$ cat src/rtl/mc_if.sv
// Control bus between the multicycle controller and its datapath.
// slave: the controller side; master: the datapath (or a bench standing in for it).
interface mc_if;
  logic [31:0] Instr;
  logic [3:0]  ALUFlags;
  logic        PCWrite;
  logic        MemWrite;
  logic        RegWrite;
  logic        IRWrite;
  logic        AdrSrc;
  logic [1:0]  RegSrc;
  logic [1:0]  ALUSrcA;
  logic [1:0]  ALUSrcB;
  logic [1:0]  ResultSrc;
  logic [1:0]  ImmSrc;
  logic [2:0]  ALUControl;
  logic [3:0]  State;
  logic [3:0]  Flags;

  modport slave (
    input  Instr, ALUFlags,
    output PCWrite, MemWrite, RegWrite, IRWrite, AdrSrc, RegSrc,
           ALUSrcA, ALUSrcB, ResultSrc, ImmSrc, ALUControl, State, Flags
  );

  modport master (
    output Instr, ALUFlags,
    input  PCWrite, MemWrite, RegWrite, IRWrite, AdrSrc, RegSrc,
           ALUSrcA, ALUSrcB, ResultSrc, ImmSrc, ALUControl, State, Flags
  );
endinterface

$ cat src/rtl/mc_controller.sv
// Multicycle ARM-subset control unit: Moore FSM, instruction decoder and
// NZCV condition unit. Architectural writes are gated by the condition
// result captured at the end of DECODE.
module mc_controller #(
  parameter logic [3:0] FLAGS_RST = 4'b0000
) (
  input  logic clk,
  input  logic reset,   // active low, asynchronous
  mc_if.slave  bus
);

  localparam logic [3:0] S_FETCH  = 4'd0;
  localparam logic [3:0] S_DECODE = 4'd1;
  localparam logic [3:0] S_MEMADR = 4'd2;
  localparam logic [3:0] S_MEMRD  = 4'd3;
  localparam logic [3:0] S_MEMWB  = 4'd4;
  localparam logic [3:0] S_MEMWR  = 4'd5;
  localparam logic [3:0] S_EXECR  = 4'd6;
  localparam logic [3:0] S_EXECI  = 4'd7;
  localparam logic [3:0] S_ALUWB  = 4'd8;
  localparam logic [3:0] S_BR1    = 4'd9;
  localparam logic [3:0] S_BR2    = 4'd10;
  localparam logic [3:0] S_BR3    = 4'd11;

  logic [3:0] state_q, state_d;
  logic [3:0] flags_q, flags_d;
  logic       condex_q, condex_d;
  logic       condex;

  // ---- decode ----
  logic [1:0] op;
  logic [3:0] cmd;
  logic       f_i, f_s, f_l, f_u;
  logic       is_dp, is_mem, is_br;
  logic       c_add, c_sub, c_and, c_orr, c_cmp, c_nop;
  logic [2:0] dp_alu;

  assign op     = bus.Instr[27:26];
  assign f_i    = bus.Instr[25];
  assign cmd    = bus.Instr[24:21];
  assign f_u    = bus.Instr[23];
  assign f_s    = bus.Instr[20];
  assign f_l    = bus.Instr[20];
  assign is_dp  = (op == 2'b00);
  assign is_mem = (op == 2'b01);
  assign is_br  = (op == 2'b10);

  assign c_add = (cmd == 4'b0100);
  assign c_sub = (cmd == 4'b0010);
  assign c_and = (cmd == 4'b0000);
  assign c_orr = (cmd == 4'b1100);
  assign c_cmp = (cmd == 4'b1010);
  assign c_nop = !(c_add | c_sub | c_and | c_orr | c_cmp);

  // Register/immediate fields are consumed by the datapath, not here.
  logic unused_instr;
  assign unused_instr = &{1'b0, bus.Instr[19:0]};

  // DP opcode to ALU control; unsupported commands fall back to ADD (no writes anyway)
  always_comb begin
    dp_alu = 3'b000;
    if (c_sub | c_cmp) dp_alu = 3'b001;
    else if (c_and)    dp_alu = 3'b010;
    else if (c_orr)    dp_alu = 3'b011;
  end

  // ---- condition unit: evaluate cond field against the held NZCV ----
  always_comb begin
    logic n, z, c, v;
    {n, z, c, v} = flags_q;
    case (bus.Instr[31:28])
      4'h0: condex = z;
      4'h1: condex = !z;
      4'h2: condex = c;
      4'h3: condex = !c;
      4'h4: condex = n;
      4'h5: condex = !n;
      4'h6: condex = v;
      4'h7: condex = !v;
      4'h8: condex = c & !z;
      4'h9: condex = !c | z;
      4'hA: condex = (n == v);
      4'hB: condex = (n != v);
      4'hC: condex = !z & (n == v);
      4'hD: condex = z | (n != v);
      4'hE: condex = 1'b1;
      default: condex = 1'b0;
    endcase
  end

  // Next-state, condex capture and flag update
  always_comb begin
    state_d  = S_FETCH;
    condex_d = condex_q;
    flags_d  = flags_q;
    case (state_q)
      S_FETCH:  state_d = S_DECODE;
      S_DECODE: begin
        condex_d = condex;
        if (is_mem)     state_d = S_MEMADR;
        else if (is_dp) state_d = f_i ? S_EXECI : S_EXECR;
        else if (is_br) state_d = S_BR1;
        else            state_d = S_FETCH;
      end
      S_MEMADR: state_d = f_l ? S_MEMRD : S_MEMWR;
      S_MEMRD:  state_d = S_MEMWB;
      S_EXECR,
      S_EXECI: begin
        state_d = S_ALUWB;
        if (condex_q && (f_s || c_cmp) && !c_nop) begin
          flags_d[3:2] = bus.ALUFlags[3:2];
          // logical ops leave C and V alone
          if (c_add | c_sub | c_cmp) flags_d[1:0] = bus.ALUFlags[1:0];
        end
      end
      S_BR1:    state_d = S_BR2;
      S_BR2:    state_d = S_BR3;
      default:  state_d = S_FETCH;
    endcase
  end

  // State, flags and latched condition; reset aborts any instruction in flight
  always_ff @(posedge clk or negedge reset) begin
    if (!reset) begin
      state_q  <= S_FETCH;
      flags_q  <= FLAGS_RST;
      condex_q <= 1'b0;
    end else begin
      state_q  <= state_d;
      flags_q  <= flags_d;
      condex_q <= condex_d;
    end
  end

  // Moore control outputs; write enables are held off while reset is low
  always_comb begin
    logic pcw, memw, regw, irw;
    pcw  = 1'b0;
    memw = 1'b0;
    regw = 1'b0;
    irw  = 1'b0;
    bus.AdrSrc     = 1'b0;
    bus.ALUSrcA    = 2'b00;
    bus.ALUSrcB    = 2'b00;
    bus.ResultSrc  = 2'b00;
    bus.ALUControl = 3'b000;
    case (state_q)
      S_FETCH:  begin irw = 1'b1; bus.ALUSrcA = 2'b01; bus.ALUSrcB = 2'b10; end
      S_DECODE: begin
        pcw = 1'b1; bus.ALUSrcA = 2'b01; bus.ALUSrcB = 2'b10; bus.ResultSrc = 2'b10;
      end
      S_MEMADR: begin bus.ALUSrcB = 2'b01; bus.ALUControl = f_u ? 3'b000 : 3'b001; end
      S_MEMRD:  bus.AdrSrc = 1'b1;
      S_MEMWB:  begin bus.ResultSrc = 2'b01; regw = condex_q; end
      S_MEMWR:  begin bus.AdrSrc = 1'b1; memw = condex_q; end
      S_EXECR:  bus.ALUControl = dp_alu;
      S_EXECI:  begin bus.ALUSrcB = 2'b01; bus.ALUControl = dp_alu; end
      S_ALUWB:  regw = condex_q & !c_cmp & !c_nop;
      S_BR1:    begin bus.ALUSrcA = 2'b01; bus.ALUSrcB = 2'b10; bus.ResultSrc = 2'b10; end
      S_BR2:    bus.ALUSrcB = 2'b01;
      S_BR3:    pcw = condex_q;
      default:  ;
    endcase
    bus.PCWrite  = reset & pcw;
    bus.MemWrite = reset & memw;
    bus.RegWrite = reset & regw;
    bus.IRWrite  = reset & irw;
  end

  assign bus.RegSrc = {is_mem & !f_l, is_br};
  assign bus.ImmSrc = (op == 2'b11) ? 2'b00 : op;
  assign bus.State  = state_q;
  assign bus.Flags  = flags_q;

endmodule

$ cat src/flat_wrapper.sv
// flat-port wrapper written by rule: the top's interface ports become plain ports
module mc_controller_flat 
#(
  parameter logic [3:0] FLAGS_RST = 4'b0000
)
  (clk, reset, bus_Instr, bus_ALUFlags, bus_PCWrite, bus_MemWrite, bus_RegWrite, bus_IRWrite, bus_AdrSrc, bus_RegSrc, bus_ALUSrcA, bus_ALUSrcB, bus_ResultSrc, bus_ImmSrc, bus_ALUControl, bus_State, bus_Flags);
  mc_if bus_i ();
  input  logic clk;
  input  logic reset;
  input wire logic [$bits(bus_i.Instr)-1:0] bus_Instr;
  input wire logic [$bits(bus_i.ALUFlags)-1:0] bus_ALUFlags;
  output wire logic [$bits(bus_i.PCWrite)-1:0] bus_PCWrite;
  output wire logic [$bits(bus_i.MemWrite)-1:0] bus_MemWrite;
  output wire logic [$bits(bus_i.RegWrite)-1:0] bus_RegWrite;
  output wire logic [$bits(bus_i.IRWrite)-1:0] bus_IRWrite;
  output wire logic [$bits(bus_i.AdrSrc)-1:0] bus_AdrSrc;
  output wire logic [$bits(bus_i.RegSrc)-1:0] bus_RegSrc;
  output wire logic [$bits(bus_i.ALUSrcA)-1:0] bus_ALUSrcA;
  output wire logic [$bits(bus_i.ALUSrcB)-1:0] bus_ALUSrcB;
  output wire logic [$bits(bus_i.ResultSrc)-1:0] bus_ResultSrc;
  output wire logic [$bits(bus_i.ImmSrc)-1:0] bus_ImmSrc;
  output wire logic [$bits(bus_i.ALUControl)-1:0] bus_ALUControl;
  output wire logic [$bits(bus_i.State)-1:0] bus_State;
  output wire logic [$bits(bus_i.Flags)-1:0] bus_Flags;
  assign bus_i.Instr = bus_Instr;
  assign bus_i.ALUFlags = bus_ALUFlags;
  assign bus_PCWrite = bus_i.PCWrite;
  assign bus_MemWrite = bus_i.MemWrite;
  assign bus_RegWrite = bus_i.RegWrite;
  assign bus_IRWrite = bus_i.IRWrite;
  assign bus_AdrSrc = bus_i.AdrSrc;
  assign bus_RegSrc = bus_i.RegSrc;
  assign bus_ALUSrcA = bus_i.ALUSrcA;
  assign bus_ALUSrcB = bus_i.ALUSrcB;
  assign bus_ResultSrc = bus_i.ResultSrc;
  assign bus_ImmSrc = bus_i.ImmSrc;
  assign bus_ALUControl = bus_i.ALUControl;
  assign bus_State = bus_i.State;
  assign bus_Flags = bus_i.Flags;
  mc_controller #(.FLAGS_RST(FLAGS_RST)) u_core (.clk(clk), .reset(reset), .bus(bus_i));
endmodule
$ cat config.mk
export PLATFORM = sky130hd
export DESIGN_NAME = mc_controller_flat
export DESIGN_NICKNAME = d
export VERILOG_FILES = /design/src/rtl/mc_if.sv /design/src/rtl/mc_controller.sv /design/src/flat_wrapper.sv
export SDC_FILE = /design/constraint.sdc
export NUM_CORES = 1
export LEC_CHECK = 0
export CAP_MARGIN = 10
export CELL_PAD_IN_SITES_DETAIL_PLACEMENT = 0
export CELL_PAD_IN_SITES_GLOBAL_PLACEMENT = 2
export CORE_ASPECT_RATIO = 1.1
export CORE_MARGIN = 2
export CORE_UTILIZATION = 17
export DETAILED_ROUTE_END_ITERATION = 8
export GPL_TIMING_DRIVEN = 1
export PLACE_DENSITY = 0.91
export RECOVER_POWER = 25
export SYNTH_ARGS = -nofsm -noshare
export SYNTH_HDL_FRONTEND = slang
export SYNTH_SLANG_ARGS = --single-unit
$ cat constraint.sdc
create_clock -name clk -period 1.8 [get_ports clk]
set_clock_uncertainty 0.1 [all_clocks]
set_input_delay 0.18 -clock clk [delete_from_list [all_inputs] [get_ports clk]]
set_output_delay 0.18 -clock clk [all_outputs]
set_load 0.03 [all_outputs]
==> key figures, run 1 <==
Logic synthesis
  – Asr flop ratio synth: 100%
  – Post-synthesis sequential area ratio: 24.7%
  – Main synth FF type: dfrtp_1
  – Top post-synthesis cells by area: dfrtp_1 (25%), nor2_1 (5.8%), nor2b_1 (5.5%), mux2_1 (4.9%), buf_2 (3.8%)
  – Share of the synthesized area in the top cell type: 24.7%
  – Post-Syn Area per Cell: 7.54 sq um
  – EDFF count, synth: 0
  – Netlist cell types: 41
  – Ys Warns: 0
  – Leading area contributor after synthesis: dfrtp_1
  – Mapped cell area: 912 sq um
  – Flop and latch count out of synthesis: 9
  – Syn Inst Count: 121

Place
  – Port-buffer cells: 41
  – Worst slack, placed: -0.133 ns
  – GPL Wtd Cong: 0.780
  – HPWL Detailed: 2.26 mm
  – Placed Area: 0.00148 sq mm

Critical path
  – Worst reg2reg path endpoint: u_core.bus.Flags[2]
  – R2R Setup Slk: 0 ns
  – Crit start category: input port
  – CP max stage delay: 0.56 ns
  – Max FO, Critical Path: 5
  – Worst EP arrival: 1.61 ns
  – Crit path kind: input port to output port
  – CP Launch Point: bus_Instr[22]
  – Path depth of the worst reg2reg path: 5
  – Worst path required time: 1.52 ns
  – Slowest CP cell: or4_4
  – Critical-path cell list: clkdlybuf4s50_1, or4_4, nor3_4, buf_6
  – CP Capture Type: output port
  – Reg-to-Reg Start: u_core.bus.State[3]

Floorplan
  – Area of the core: 0.00510 sq mm
  – Die width: 73.8 um
  – Site Rows: 27
  – Boundary Pins: 64
  – Die area: 0.00597 sq mm
  – DIE HEIGHT: 80.8 um
  – Starting density of the core: 17.9%

Routing
  – Vias: 1060
  – # DRC: 0
  – TritonRoute pass-1 iters: 4
  – WL per Instance: 11.4 um
  – Vias per cell: 4.29
  – Total Routed Length: 2.81 mm
  – Final ANT Viol Nets: 0
  – Iter 0 DRT Violations: 28

Global routing
  – Number of global-route vias before repair: 972
  – Global route total overflow: 0
  – Pin count of the biggest net entering global routing: 15
  – GRT Util Overall: 9.26%
  – Initial antenna violation count: 0
  – First-pass GRT wire length: 4.42 mm

Layout
  – Number of diodes: 0
  – Most frequent cells in the layout: buf_4 (31), clkdlybuf4s50_1 (20), nor2_1 (12)
  – Share of cells above drive strength 1: 33.1%
  – Area growth, synth to finish: 76.3%
  – Most common cell after layout, fill and taps aside: buf_4
  – Final layout net count: 214
  – Finished layout cell area: 0.00161 sq mm
  – Post-layout util: 31.5%
  – Layout fillers: 550

Clock network
  – Clock buffer depth: 2
  – CTS sink count: 9
  – TritonCTS clock tree: done
  – Clock-pin slew on the worst setup and hold paths: 0.05 ns
  – CTS H-tree lvls: 1
  – TritonCTS Buffers: 3
  – Clock Latency Late Sink: 0.23 ns
  – Root buffer cell: clkbuf_8

Run
  – Max_cap viols: 0

STA
  – Fin worst setup slack: -0.0852 ns
  – Worst-Margin Slew: 0.508 ns
  – Post-layout min period: 1.89 ns
  – RSZ-0062 raised after global routing: yes
  – Max_slew headroom: 66.1%
  – Period Utilization, post-route: 105%
  – F_max: 530 MHz
  – Endpoints failing setup: 3
  – Pins over their slew limit: 0
  – Setup TNS: -0.209 ns
  – Final hold vios: 0

Outcome
  – Status: finished, violations left
  – Failing checks: negative setup slack

Power
  – Peak supply drop: 0.914 mV
  – Total power: 2.36 mW
  – Pwr dens: 1470 mW/mm^2
  – Leak pwr: 0.691 nW

Worst hold path
  – Worst min path class: input port to async pin
synthesized netlist by cell type, types with 3 or more instances:
| cell | instances |
|---|---|
| nand2b_1 | 3 |
| buf_2 | 7 |
| a21oi_1 | 6 |
| mux2_1 | 4 |
| nor2b_1 | 8 |
| dfrtp_1 | 9 |
| buf_4 | 3 |
| nand3_1 | 4 |
| a211oi_1 | 3 |
| mux2i_1 | 3 |
| inv_1 | 3 |
| nor3_1 | 7 |
| nand2_1 | 6 |
| nor2_1 | 14 |
| o21ai_0 | 7 |
through the flow:
step / hold WS, ns / cells
finish: 0.449 / 247
global route: 0.475 / 247
CTS: 0.260 / 247
detailed placement: 0.475 / 240
global placement: 0.475 / 240
floorplan: -0.216 / 122
metal layers:
layer / track usage [%] / vias to the layer above / wire, um
li1: - / 543 / -
met2: 15.1 / 22 / 1330
met5: 0 / - / 0
met1: 12.4 / 493 / 1320
met3: 3.10 / 2 / 146
met4: 0.545 / 0 / 6
how the worst max path moves through the flow:
| stage | to | slack (ns) | cells after the start |
|---|---|---|---|
| global route | bus_RegWrite | -0.15 | 5 |
| finish | bus_ALUControl[1] | -0.09 | 4 |
| floorplan | bus_ALUSrcA[0] | -0.11 | 3 |
| detailed placement | bus_RegWrite | -0.13 | 6 |
| global placement | bus_RegWrite | -0.13 | 6 |
| CTS | bus_ALUControl[0] | -0.1 | 6 |
power by group:
group	switching [mW]	internal, mW	leakage [nW]
Combinational	0.950	0.738	0.556
Clock	0.0774	0.154	0.0228
Sequential	0.143	0.299	0.112
cell type report:
type	instances	area, sq um	share of cell area, %
multi-input cells	96	682	42.4
repair buffers	61	542	33.7
flip-flops and latches	9	230	14.3
well taps	72	90.1	5.60
clock buffers	4	45.0	2.80
inverters	5	18.8	1.17
flip-flops by register name, indices dropped and copies added, names as in the netlist:
signal	count
u_core.bus.Flags	4
u_core.bus.State	4
u_core.condex_q	1
what timing repair did:
item	4_1_cts	5_1_grt
setup endpoints to repair	3	10
hold buffers	0	0
buffers inserted	3	0
gates resized for setup	10	11
pin swaps	1	3
worst max-delay path, delay by kind of cell:
family | cells | cell delay (ns)
buffers and inverters | 2 | 0.67
and+or+nand+nor | 2 | 0.76
kinds of logic (layout without fill, tap and decap cells):
| family | Yosys count | after routing | share of synthesized area [%] |
|---|---|---|---|
| and+or+nand+nor | 55 | 55 | 33.2 |
| AOI/OAI and AO/OA | 29 | 29 | 21.4 |
| buffers and inverters | 17 | 70 | 9.19 |
| DFF | 9 | 9 | 24.7 |
| muxes | 7 | 7 | 8.23 |
| xor gates and xnor gates | 3 | 3 | 2.88 |
| other | 1 | 2 | 0.411 |
No activity file was read; power rests on OpenSTA's default activity.
==> inputs of run 2 (changes only) <==
SLEW_MARGIN = 20   (was unset)
==> results of run 2 <==
The final DEF is identical to that of run 1; final timing and power are the same.
